### config.mk
export PLATFORM = sky130hd
export DESIGN_NAME = multicycle_control_hs
export DESIGN_NICKNAME = d
export VERILOG_FILES = /design/src/rtl/riscx_ctrl_pkg.sv /design/src/rtl/mem_wait_timer.sv /design/src/rtl/multicycle_control_hs.sv
export SDC_FILE = /design/constraint.sdc
export NUM_CORES = 1
export LEC_CHECK = 0
export BUFFER_PORTS_ARGS = -buffer_cell sky130_fd_sc_hd__buf_2
export CORE_UTILIZATION = 53
export DETAILED_ROUTE_END_ITERATION = 10
export PLACE_DENSITY = 0.79
export REMOVE_ABC_BUFFERS = 1
export SYNTH_ARGS = -nofsm -noshare
export SYNTH_HDL_FRONTEND = slang
export SYNTH_SLANG_ARGS = --single-unit
### constraint.sdc
create_clock -name clock -period 2.2 [get_ports clock]
set_clock_uncertainty 0.15 [all_clocks]
set_input_delay 0.11 -clock clock [delete_from_list [all_inputs] [get_ports clock]]
set_output_delay 0.11 -clock clock [all_outputs]
set_load 0.05 [all_outputs]
### src/rtl/riscx_ctrl_pkg.sv
// rtl/riscx_ctrl_pkg.sv - opcodes, FSM states and datapath mux encodings for the multicycle controller
package riscx_ctrl_pkg;

   localparam logic [6:0] OP_LOAD   = 7'b0000011;
   localparam logic [6:0] OP_STORE  = 7'b0100011;
   localparam logic [6:0] OP_R      = 7'b0110011;
   localparam logic [6:0] OP_I      = 7'b0010011;
   localparam logic [6:0] OP_BRANCH = 7'b1100011;
   localparam logic [6:0] OP_JAL    = 7'b1101111;
   localparam logic [6:0] OP_JALR   = 7'b1100111;
   localparam logic [6:0] OP_LUI    = 7'b0110111;
   localparam logic [6:0] OP_AUIPC  = 7'b0010111;

   typedef enum logic [3:0] {
      S_FETCH    = 4'd0,
      S_DECODE   = 4'd1,
      S_MEM_ADDR = 4'd2,
      S_LOAD     = 4'd3,
      S_LOAD_WB  = 4'd4,
      S_STORE    = 4'd5,
      S_ALU_R    = 4'd6,
      S_ALU_I    = 4'd7,
      S_ALU_WB   = 4'd8,
      S_BRANCH   = 4'd9,
      S_JAL      = 4'd10,
      S_JALR     = 4'd11,
      S_LUI      = 4'd12,
      S_AUIPC    = 4'd13,
      S_TRAP     = 4'd14
   } state_t;

   localparam logic       ADDR_PC     = 1'b0;
   localparam logic       ADDR_ALUOUT = 1'b1;

   localparam logic [1:0] RIN_ALU     = 2'd0;
   localparam logic [1:0] RIN_MEMORY  = 2'd1;
   localparam logic [1:0] RIN_PC4     = 2'd2;
   localparam logic [1:0] RIN_IMM     = 2'd3;

   localparam logic [1:0] ALUA_PC     = 2'd0;
   localparam logic [1:0] ALUA_CURPC  = 2'd1;
   localparam logic [1:0] ALUA_REG    = 2'd2;

   localparam logic [1:0] ALUB_REG    = 2'd0;
   localparam logic [1:0] ALUB_CONST4 = 2'd1;
   localparam logic [1:0] ALUB_IMM    = 2'd2;

   localparam logic [1:0] ALUOP_ADD   = 2'd0;
   localparam logic [1:0] ALUOP_SUB   = 2'd1;
   localparam logic [1:0] ALUOP_FR    = 2'd2;
   localparam logic [1:0] ALUOP_FI    = 2'd3;

   localparam logic       PC_ALU      = 1'b0;
   localparam logic       PC_ALUOUT   = 1'b1;

   // States that hold on the memory handshake and share the wait timer.
   function automatic logic is_wait_state(state_t s);
      return (s == S_FETCH) || (s == S_LOAD) || (s == S_STORE);
   endfunction

endpackage

### src/rtl/mem_wait_timer.sv
// rtl/mem_wait_timer.sv - counts stalled memory cycles and flags a timeout
module mem_wait_timer #(
   parameter int MEM_TIMEOUT = 15,
   parameter int TO_W        = 8
) (
   input  logic clock,
   input  logic reset,
   input  logic waiting,
   input  logic mem_ready,
   output logic expired
);

   logic [TO_W-1:0] count;

   // Leaving a wait state or completing the access restarts the count, so entry always sees zero.
   always_ff @(posedge clock) begin
      if (reset || !waiting || mem_ready) begin
         count <= '0;
      end else begin
         count <= count + TO_W'(1);
      end
   end

   assign expired = (MEM_TIMEOUT != 0) && waiting && !mem_ready
                    && (count == TO_W'(MEM_TIMEOUT));

endmodule

### src/rtl/multicycle_control_hs.sv
// rtl/multicycle_control_hs.sv - multicycle RISC-V control FSM with memory handshake, trap and instret
module multicycle_control_hs
   import riscx_ctrl_pkg::*;
#(
   parameter int COUNT_W     = 32,
   parameter int MEM_TIMEOUT = 15,
   parameter int TO_W        = 8
) (
   input  logic               clock,
   input  logic               reset,
   input  logic [6:0]         opcode,
   input  logic               mem_ready,
   output logic               MemoryAddressOrigin,
   output logic               WriteMemory,
   output logic               ReadMemory,
   output logic               WriteInstructionRegister,
   output logic [1:0]         RegisterInputOrigin,
   output logic               WriteRegister,
   output logic               WriteCurrentPC,
   output logic [1:0]         ALUInputAOrigin,
   output logic [1:0]         ALUInputBOrigin,
   output logic [1:0]         ALUOp,
   output logic               PCOrigin,
   output logic               WritePC,
   output logic               Branch,
   output logic               trap,
   output logic               trap_cause,
   output logic [COUNT_W-1:0] instret
);

   state_t state;
   state_t next_state;
   logic   expired;
   logic   retire;
   logic   timeout_trap;
   logic   wm_c, rm_c, wir_c, wr_c, wcp_c, wpc_c, br_c;

   mem_wait_timer #(
      .MEM_TIMEOUT(MEM_TIMEOUT),
      .TO_W       (TO_W)
   ) u_wait (
      .clock    (clock),
      .reset    (reset),
      .waiting  (is_wait_state(state)),
      .mem_ready(mem_ready),
      .expired  (expired)
   );

   always_comb begin
      next_state          = state;
      retire              = 1'b0;
      timeout_trap        = 1'b0;
      MemoryAddressOrigin = ADDR_PC;
      RegisterInputOrigin = RIN_ALU;
      ALUInputAOrigin     = ALUA_PC;
      ALUInputBOrigin     = ALUB_REG;
      ALUOp               = ALUOP_ADD;
      PCOrigin            = PC_ALU;
      wm_c                = 1'b0;
      rm_c                = 1'b0;
      wir_c               = 1'b0;
      wr_c                = 1'b0;
      wcp_c               = 1'b0;
      wpc_c               = 1'b0;
      br_c                = 1'b0;
      case (state)
         S_FETCH: begin
            rm_c            = 1'b1;
            ALUInputBOrigin = ALUB_CONST4;
            if (mem_ready) begin
               wir_c      = 1'b1;
               wcp_c      = 1'b1;
               wpc_c      = 1'b1;
               next_state = S_DECODE;
            end else if (expired) begin
               timeout_trap = 1'b1;
               next_state   = S_TRAP;
            end
         end
         S_DECODE: begin
            ALUInputAOrigin = ALUA_CURPC;
            ALUInputBOrigin = ALUB_IMM;
            case (opcode)
               OP_LOAD, OP_STORE: next_state = S_MEM_ADDR;
               OP_R:              next_state = S_ALU_R;
               OP_I:              next_state = S_ALU_I;
               OP_BRANCH:         next_state = S_BRANCH;
               OP_JAL:            next_state = S_JAL;
               OP_JALR:           next_state = S_JALR;
               OP_LUI:            next_state = S_LUI;
               OP_AUIPC:          next_state = S_AUIPC;
               default:           next_state = S_TRAP;
            endcase
         end
         S_MEM_ADDR: begin
            ALUInputAOrigin = ALUA_REG;
            ALUInputBOrigin = ALUB_IMM;
            next_state      = (opcode == OP_LOAD) ? S_LOAD : S_STORE;
         end
         S_LOAD: begin
            rm_c                = 1'b1;
            MemoryAddressOrigin = ADDR_ALUOUT;
            if (mem_ready) begin
               next_state = S_LOAD_WB;
            end else if (expired) begin
               timeout_trap = 1'b1;
               next_state   = S_TRAP;
            end
         end
         S_LOAD_WB: begin
            RegisterInputOrigin = RIN_MEMORY;
            wr_c                = 1'b1;
            retire              = 1'b1;
            next_state          = S_FETCH;
         end
         S_STORE: begin
            wm_c                = 1'b1;
            MemoryAddressOrigin = ADDR_ALUOUT;
            if (mem_ready) begin
               retire     = 1'b1;
               next_state = S_FETCH;
            end else if (expired) begin
               timeout_trap = 1'b1;
               next_state   = S_TRAP;
            end
         end
         S_ALU_R: begin
            ALUInputAOrigin = ALUA_REG;
            ALUInputBOrigin = ALUB_REG;
            ALUOp           = ALUOP_FR;
            next_state      = S_ALU_WB;
         end
         S_ALU_I: begin
            ALUInputAOrigin = ALUA_REG;
            ALUInputBOrigin = ALUB_IMM;
            ALUOp           = ALUOP_FI;
            next_state      = S_ALU_WB;
         end
         S_ALU_WB: begin
            wr_c       = 1'b1;
            retire     = 1'b1;
            next_state = S_FETCH;
         end
         S_BRANCH: begin
            ALUInputAOrigin = ALUA_REG;
            ALUInputBOrigin = ALUB_REG;
            ALUOp           = ALUOP_SUB;
            PCOrigin        = PC_ALUOUT;
            br_c            = 1'b1;
            retire          = 1'b1;
            next_state      = S_FETCH;
         end
         S_JAL: begin
            RegisterInputOrigin = RIN_PC4;
            wr_c                = 1'b1;
            PCOrigin            = PC_ALUOUT;
            wpc_c               = 1'b1;
            retire              = 1'b1;
            next_state          = S_FETCH;
         end
         S_JALR: begin
            ALUInputAOrigin     = ALUA_REG;
            ALUInputBOrigin     = ALUB_IMM;
            RegisterInputOrigin = RIN_PC4;
            wr_c                = 1'b1;
            wpc_c               = 1'b1;
            retire              = 1'b1;
            next_state          = S_FETCH;
         end
         S_LUI: begin
            RegisterInputOrigin = RIN_IMM;
            wr_c                = 1'b1;
            retire              = 1'b1;
            next_state          = S_FETCH;
         end
         S_AUIPC: begin
            ALUInputAOrigin = ALUA_CURPC;
            ALUInputBOrigin = ALUB_IMM;
            next_state      = S_ALU_WB;
         end
         S_TRAP: begin
            next_state = S_TRAP;
         end
         default: begin
            next_state = S_FETCH;
         end
      endcase
   end

   // Reset suppresses every write strobe so an aborted access leaves memory and registers untouched.
   assign WriteMemory              = wm_c  & ~reset;
   assign ReadMemory               = rm_c  & ~reset;
   assign WriteInstructionRegister = wir_c & ~reset;
   assign WriteRegister            = wr_c  & ~reset;
   assign WriteCurrentPC           = wcp_c & ~reset;
   assign WritePC                  = wpc_c & ~reset;
   assign Branch                   = br_c  & ~reset;
   assign trap                     = (state == S_TRAP);

   always_ff @(posedge clock) begin
      if (reset) begin
         state      <= S_FETCH;
         trap_cause <= 1'b0;
         instret    <= '0;
      end else begin
         state <= next_state;
         if (state != S_TRAP && next_state == S_TRAP) begin
            trap_cause <= timeout_trap;
         end
         if (retire) begin
            instret <= instret + COUNT_W'(1);
         end
      end
   end

endmodule

-- After elaboration in Yosys (flattened, before gate mapping)
Cells that the tools add are included.
- bits in registers: 45
- bits of input ports: 10
- output and inout bits: 51
- logic and storage cells: 85
- add/sub/neg operators: 2
- equality and inequality tests: 26
- multiplexer cells: 24
- bitwise operators: 7
- reduce and logical (&&, ||, !) cells: 22
- operator list (kind ; number):
    32-bit by 1-bit adder with 32-bit output (second input constant) ; 1
    4-bit equality test (second input constant) ; 8
    4-bit one-hot mux with 8 select lines ; 1
    4-bit one-hot mux with 7 select lines ; 1
    7-bit by 6-bit equality test with 1-bit output (second input constant) ; 3
    7-bit equality test (second input constant) ; 3
    4-bit by 3-bit equality test with 1-bit output (second input constant) ; 4
    4-bit two-way mux ; 4
    5-bit OR reduction ; 3
    7-bit by 5-bit equality test with 1-bit output (second input constant) ; 2
    2-bit one-hot mux with 3 select lines ; 2
    2-bit OR reduction ; 6
    1-bit two-way mux ; 11
    8-bit by 1-bit adder with 8-bit output (second input constant) ; 1
    4-bit by 2-bit equality test with 1-bit output (second input constant) ; 2
    8-bit by 4-bit equality test with 1-bit output (second input constant) ; 1
    2-bit one-hot mux with 2 select lines ; 2
    7-bit by 2-bit equality test with 1-bit output (second input constant) ; 1
    1-bit bitwise AND ; 6
    3-bit OR reduction ; 2
    6-bit OR reduction ; 1
    4-bit by 1-bit equality test with 1-bit output (second input constant) ; 1
    4-bit zero test ; 1
    1-bit logical OR ; 4
    6 further kinds ; 10

-- Logic depth before layout (Yosys ltp)
Gate-level depths: netlist of run 1.
- word-level depth: 10
- mapped depth: 8
- gate-level depth less buffers: 7

-- Cells and area by module
From an unflattened synthesis of run 1, not the netlist that was laid out.
- cell total of the unflattened synthesis: 329
- area total of the unflattened synthesis: 2615.0 sq um
- by module, submodules not included (module ; times used ; cells each ; area an instance (sq um) ; sequential area each (sq um)):
    multicycle_control_hs ; 1 ; 292 ; 2277.2 ; 740.7
    mem_wait_timer ; 1 ; 37 ; 337.8 ; 160.2

-- Worst setup path after synthesis of run 1
No wires, ideal clock.
- kind: register -> output
- start point: reg state[2]
- end point: out WriteInstructionRegister
- arrival: 3.530 ns
- required time: 1.940 ns
- setup slack: -1.590 ns
- cell stages (with the launch flop): 6
- path buffers: 2
- cells stage by stage: dfxtp_1 -> or2_2 -> clkbuf_1 -> nor3_1 -> nor3b_1 -> buf_4
- cells in the longest elaborated chain, start to end: 3
- RTL lines (item ; RTL line ; text):
    start, declared ; multicycle_control_hs.sv:31 ; state_t state;
    start signal, assigned ; multicycle_control_hs.sv:206 ; state <= next_state;
    4-bit zero test ; - ;
    1-bit two-way mux ; - ;
    1-bit bitwise AND ; - ;
    end, declared ; multicycle_control_hs.sv:16 ; output logic WriteInstructionRegister,
No other way between the ends.

-- Worst setup path after layout of run 1
- start point: reg state[3]
- end point: out WriteCurrentPC
- cells in the longest elaborated chain, start to end: 3
- RTL lines (item ; RTL line ; text):
    4-bit zero test ; multicycle_control_hs.sv:66 ; case (state)
    1-bit two-way mux ; multicycle_control_hs.sv:66 ;
    1-bit bitwise AND ; multicycle_control_hs.sv:195 ; assign WriteCurrentPC = wcp_c & ~reset;
    end, declared ; multicycle_control_hs.sv:19 ; output logic WriteCurrentPC,
No other way between the ends.

==> summary.md, run 1 <==
| Metric | Value |
|---|---|
| Power per cell area | 937.4 nW/um2 |
| Critical-path cell list | or2_2 -> buf_4 -> nor3_2 -> nor3b_2 -> clkbuf_4 |
| Crit start category | flop |
| Worst-path clk slew | 0.08 ns |
| Gr ovfl total | 0 |
| Initial antenna violation count | 0 |
| Ys flop type | dfxtp_1 |
| Buffer levels on the longest clock path | 2 |
| Sequential area share after synthesis | 35.86% |
| Placer's final routability congestion estimate | 0.8343 |
| Fmax | 0.4752 GHz |
| Synth-to-Final Area Change | 23.56% |
| Crit Reg-Reg Endpoint | instret[31] |
| Pwr Total | 2.910 mW |
| Starting Density | 56.53% |
| Via-to-Cell Ratio | 5.586 |
| Final std cells w/o fill | 430 |
| Worst Max-Slew Pin Slew | 0.5233 ns |
| Status | completed |
| Worst min path class | input pin to flop |
| CP bufs+invs | 2 |
| Final worst path period share | 95.66% |
| Critical Path RT | 1.94 ns |
| Slowest CP cell | dfxtp_1 |
| Maximum vdd drop | 0.001076 V |
| Row count | 24 |
| # H-tree levels | 2 |
| Hold Path Origin | opcode[6] |
| CP Class | flop to output port |
| Placed insts | 421 |
| Slew HR | 64.95% |
| Clk_lat worst skew | 0.30 ns |
| R2R Path Start | state[3] |
| IO Port Bufs | 60 |
| Number of diodes | 0 |
| Tmin final | 2.105 ns |
| Cell depth of the worst flop-to-flop path | 7 |
| Max Slew Vio Count | 0 |
| Leak | 1.242 nW |
| Routed Antenna Nets | 0 |
| TritonCTS clock tree | done |
| Ys Warns | 0 |
| Final WL | 5552 um |
| CP delay by family, top | simple AND/OR/NAND/NOR gates |
| Crit-path max FO | 8 |
| Arr. time, crit path | 1.84 ns |
| Hold Path Depth | 4 |
| Endpoints failing hold | 0 |
| Clk sink count | 45 |
| DR DRC count | 0 |
| Gate Count Post-Synth | 311 |
| Core box area | 4444 um2 |
| Die area | 5020 um2 |
| Layout cells sized above 1 | 29.37% |
| Die Ht | 70.85 um |
| Dpl cell area | 2914 um2 |
| DRT Pass-1 Iters | 6 |
| HPWL after detailed placement | 4032 um |
| Top-Level Pins | 61 |
| Setup violations, final | 0 |
| Maxcap violations | 0 |
| Final instance area | 3104 um2 |
| Mapped Area | 2512 um2 |
| Vias in the first global route | 2,163 |
| Crit path capture type | output port |
| Total CTS buffers | 5 |
| Die Wd | 70.85 um |
| Net count, final | 389 |
| Seq cells post-synth | 45 |
| First DRT Iteration DRCs | 97 |
| Setup TNS Final | 0 ns |
| CTS root buf | clkbuf_8 |
| Setup slack, reg-to-reg | 0.13 ns |
| Total vias in the final route | 2,402 |
| Avg Cell Area, Syn | 8.078 um2 |
| WHS | 0.2107 ns |
| Async set or reset register ratio after synthesis | 0% |
| WL/cell | 12.91 um |
| WHS Endpoint | state[3] |
| GRT Total Usage | 23.04% |
| First-pass GRT wire length | 9404 um |
| Worst path max stage delay | 0.38 ns |
| Largest net degree at the start of global routing | 33 |
| Library cells used by synthesis | 53 |
| Number of flops mapped to enable cells by yosys | 0 |
layout by cell type, fill, tap and decap left out, types with 3 or more instances in the layout:
| master | n |
|---|---|
| buf_2 | 58 |
| nor2_1 | 48 |
| dfxtp_1 | 41 |
| xnor2_1 | 27 |
| nand2_1 | 23 |
| buf_4 | 16 |
| inv_1 | 14 |
| o21ai_0 | 12 |
| nor3_1 | 12 |
| a21oi_1 | 10 |
| nand3_1 | 9 |
| xor2_1 | 7 |
| nor4_2 | 7 |
| nor2b_1 | 6 |
| nor4_1 | 6 |
| or3_1 | 6 |
| nand2b_1 | 5 |
| clkbuf_8 | 5 |
| dfxtp_2 | 4 |
| and3_1 | 3 |
| or2_2 | 3 |
| o31a_1 | 3 |
| nand3b_1 | 3 |
| nand4_1 | 3 |
| a211oi_1 | 3 |
flip-flops by register name, summed over array words and instances, names as in the netlist:
signal / flops
trap_cause: 1
u_wait.count: 8
state: 4
instret: 32
worst min-delay path: cells and delay by family:
kind            cells  cell delay (ns)
compound gates      2             0.25
buf+inv             1             0.12
simple gates        1             0.13
stage by stage:
stage	worst slack, ns	utilization (%)
final	0.09548	69.85
after global routing	-0.01594	69.85
after CTS	0.01419	68.30
after detailed placement	0.08977	65.57
after floorplan	-2.310	-
after global placement	0.09639	65.57
synth_stat cells, types with 4 or more instances:
cell      instances  area [um2]
nor2_1           48       180.2
dfxtp_1          45       900.9
xnor2_1          27       236.5
nand2_1          23       86.33
inv_1            14       52.55
nor3_1           13       65.06
o21ai_0          12       60.06
a21oi_1          10       50.05
clkbuf_1         10       37.54
nand3_1           9       45.04
nor4_1            9       56.30
nor2b_1           8       50.05
or3_1             7       43.79
xor2_1            7       61.31
nand2b_1          5       31.28
and3_1            4       25.02
buf_2             4       20.02
nor4_2            4       50.05
timing repair:
| action | 4_1_cts | 5_1_grt |
|---|---|---|
| setup endpoints to repair | 0 | 16 |
| hold buffers | 1 | 0 |
| gates resized for setup | 0 | 19 |
| buffers inserted | 0 | 0 |
| hold endpoints to repair | 1 | 0 |
power breakdown:
part | internal [mW] | total (mW) | switching [mW] | leakage (nW)
clock | 0.341 | 0.621 | 0.280 | 0.0554
combinational | 0.425 | 1.34 | 0.920 | 0.822
sequential | 0.865 | 0.944 | 0.0790 | 0.365
total | 1.63 | 2.91 | 1.28 | 1.24
worst max path at each step:
| stage | start | to | slack [ns] | cells after the start |
|---|---|---|---|---|
| floorplan | state[3] | WriteCurrentPC | -2.31 | 3 |
| global placement | instret[15] | instret[28] | 0.1 | 6 |
| detailed placement | instret[15] | instret[26] | 0.09 | 6 |
| CTS | state[2] | WriteCurrentPC | 0.01 | 5 |
| global route | u_wait.count[4] | trap_cause | -0.02 | 6 |
| finish | state[3] | WriteCurrentPC | 0.1 | 5 |
routing by layer:
layer	routed length [um]	share of wire, %	up-vias	global-route usage [%]
met2	2740	49	52	41.24
met1	2547	46	1133	28.26
met3	198	3.6	6	4.131
met4	66	1.2	0	6.667
met5	0	0	-	0
li1	-	-	1211	-
cells by family after synthesis:
logic type,share of synthesized area (%)
XOR/XNOR,11.85
multiplexers,0.8466
flip-flops,35.86
AO/OA/AOI/OAI,12.25
buffers and inverters,5.429
adder cells (fa/ha/maj),0.9959
AND/OR/NAND/NOR,32.77
cell type report:
class,instances,area (um2)
Clock buffer,6,72.57
Clock inverter,2,38.79
Fill cell,376,1340
Inverter,14,52.55
Multi-Input combinational cell,234,1530
Sequential cell,45,905.9
Tap cell,52,65.06
Timing Repair Buffer,77,439.2
Power figures use the tool's default switching activity.
==> inputs of run 2 (changes only) <==
RECOVER_POWER = 50   (was unset)
==> run 2 against run 1 <==
Compared with the run above:
- final cell count is the same
- die area is the same
- critical endpoint unchanged
- via count grew 0.12%
- sequential share of layout area grew 0.39 points
- highest routed layer unchanged
- sequential cell count is the same
- hold slack lost 0.0021 ns
- global-route usage is the same
- largest power group unchanged
- first-iteration DRC count shrank 2.1%
==> summary.md, run 2 (same netlist as run 1, synthesis figures left out) <==
| Metric | Value |
|---|---|
| Critical-path cell list | or2_2 -> buf_4 -> nor3_2 -> nor3b_2 -> clkbuf_4 |
| Final std cells w/o fill | 430 |
| CP bufs+invs | 2 |
| Endpoints failing hold | 0 |
| Pwr Total | 2.913 mW |
| Clk sink count | 45 |
| Most flops, register | instret |
| Crit path capture type | output port |
| Pre-CTS setup slack | 0.08977 ns |
| Worst-path clk slew | 0.08 ns |
| Row count | 24 |
| Clk network pwr share | 21.3% |
| Total vias in the final route | 2,405 |
| Net count, final | 389 |
| Arr. time, crit path | 1.86 ns |
| Fin util | 68.92% |
| Worst min path class | input pin to flop |
| Largest net degree at the start of global routing | 33 |
| Status | completed |
| Number of diodes | 0 |
| # H-tree levels | 2 |
| Critical Path RT | 1.94 ns |
| Tmin final | 2.124 ns |
| Initial antenna violation count | 0 |
| WL/cell | 13.00 um |
| DRT Pass-1 Iters | 6 |
| CP delay by family, top | simple AND/OR/NAND/NOR gates |
| Die Wd | 70.85 um |
| Vias in the first global route | 2,163 |
| Power per cell area | 951.1 nW/um2 |
| Clk_lat worst skew | 0.30 ns |
| Maxcap violations | 0 |
| Routed Antenna Nets | 0 |
| First DRT Iteration DRCs | 95 |
| Final instance area | 3063 um2 |
| Psw | 1.283 mW |
| Flop pwr share | 32.5% |
| Die area | 5020 um2 |
| DR DRC count | 0 |
| Setup TNS Final | 0 ns |
| Worst Slack Setup Final | 0.07578 ns |
| CP Class | flop to output port |
| Layout cells sized above 1 | 20.63% |
| Gr ovfl total | 0 |
| First-pass GRT wire length | 9404 um |
| # fillers | 402 |
| CTS root buf | clkbuf_8 |
| Total CTS buffers | 5 |
| Pint | 1.630 mW |
| Via-to-Cell Ratio | 5.593 |
| Slowest CP cell | dfxtp_1 |
| Fmax | 0.4708 GHz |
| Slew HR | 57.85% |
| Placer's final routability congestion estimate | 0.8343 |
| Max Slew Vio Count | 0 |
| Placed insts | 421 |
| Core box area | 4444 um2 |
| TritonCTS clock tree | done |
| Most common cell after layout, fill and taps aside | nor2_1 |
| Max reg flops | 32 |
| Maximum vdd drop | 0.001084 V |
| Crit start category | flop |
| Die Ht | 70.85 um |
| Synth-to-Final Area Change | 21.91% |
| GRT Total Usage | 23.04% |
| Dpl cell area | 2914 um2 |
| Comb pwr share | 46.2% |
| Starting Density | 56.53% |
| Largest regs | instret (32), u_wait.count (8), state (4) |
| Final worst path period share | 96.56% |
| Sw frac | 44.05% |
| Leak | 1.097 nW |
| Setup violations, final | 0 |
| Top-Level Pins | 61 |
| WHS | 0.2087 ns |
| IO Port Bufs | 60 |
| Worst Max-Slew Pin Slew | 0.6349 ns |
| Crit-path max FO | 8 |
| HPWL after detailed placement | 4032 um |
| Worst path max stage delay | 0.38 ns |
| Buffer levels on the longest clock path | 2 |
| Commonest cells after routing, fill and taps aside | nor2_1 (48), dfxtp_1 (41), clkbuf_1 (34), xnor2_1 (27), buf_2 (25) |
| Final WL | 5590 um |
==> run 2: worst reg2reg max path, cell delays in order (launching register included) <==
cell,delay [ns]
dfxtp_1,0.38
nand2b_1,0.20
a21oi_2,0.29
o2111ai_1,0.15
buf_4,0.23
nor2_1,0.18
nand3_1,0.11
mux2_2,0.27
==> run 2: final timing paths <==
check	start	endpoint	slack, ns	cells after the start
setup / recovery	state[3]	WriteCurrentPC	0.08	5
hold / removal	opcode[6]	state[3]	0.21	4
setup reg to reg	state[3]	instret[31]	0.13	7
hold reg to reg	u_wait.count[0]	u_wait.count[0]	0.31	1
==> run 2: power groups by stage <==
stage	registers [mW]	logic [mW]	clock network, mW
6_report	0.946	1.35	0.621
3_5_place_dp	0.954	1.28	0
2_1_floorplan	1.01	0.881	0
4_1_cts	0.935	1.29	0.634
3_3_place_gp	0.951	1.27	0
5_1_grt	0.957	1.44	0.674
==> run 2: what timing repair did <==
action	CTS	global route
setup endpoints to repair	0	16
hold endpoints to repair	1	0
hold buffers	1	0
gates resized for setup	0	19
setup buffers	0	0
==> run 2: final cells by class <==
class | count | area [um2] | area share (%)
Clock buffer | 6 | 72.57 | 2.369
Clock inverter | 2 | 38.79 | 1.266
Inverter | 14 | 52.55 | 1.716
Multi-Input combinational cell | 234 | 1530 | 49.96
Sequential cell | 45 | 905.9 | 29.58
Tap cell | 52 | 65.06 | 2.124
Timing Repair Buffer | 77 | 397.9 | 12.99
==> run 2: routing by layer <==
| metal | global-route usage, % | wire length, um | vias up |
|---|---|---|---|
| met1 | 28.26 | 2577 | 1143 |
| li1 | - | - | 1206 |
| met5 | 0 | 0 | - |
| met2 | 41.24 | 2763 | 50 |
| met4 | 6.667 | 66 | 0 |
| met3 | 4.131 | 183 | 6 |
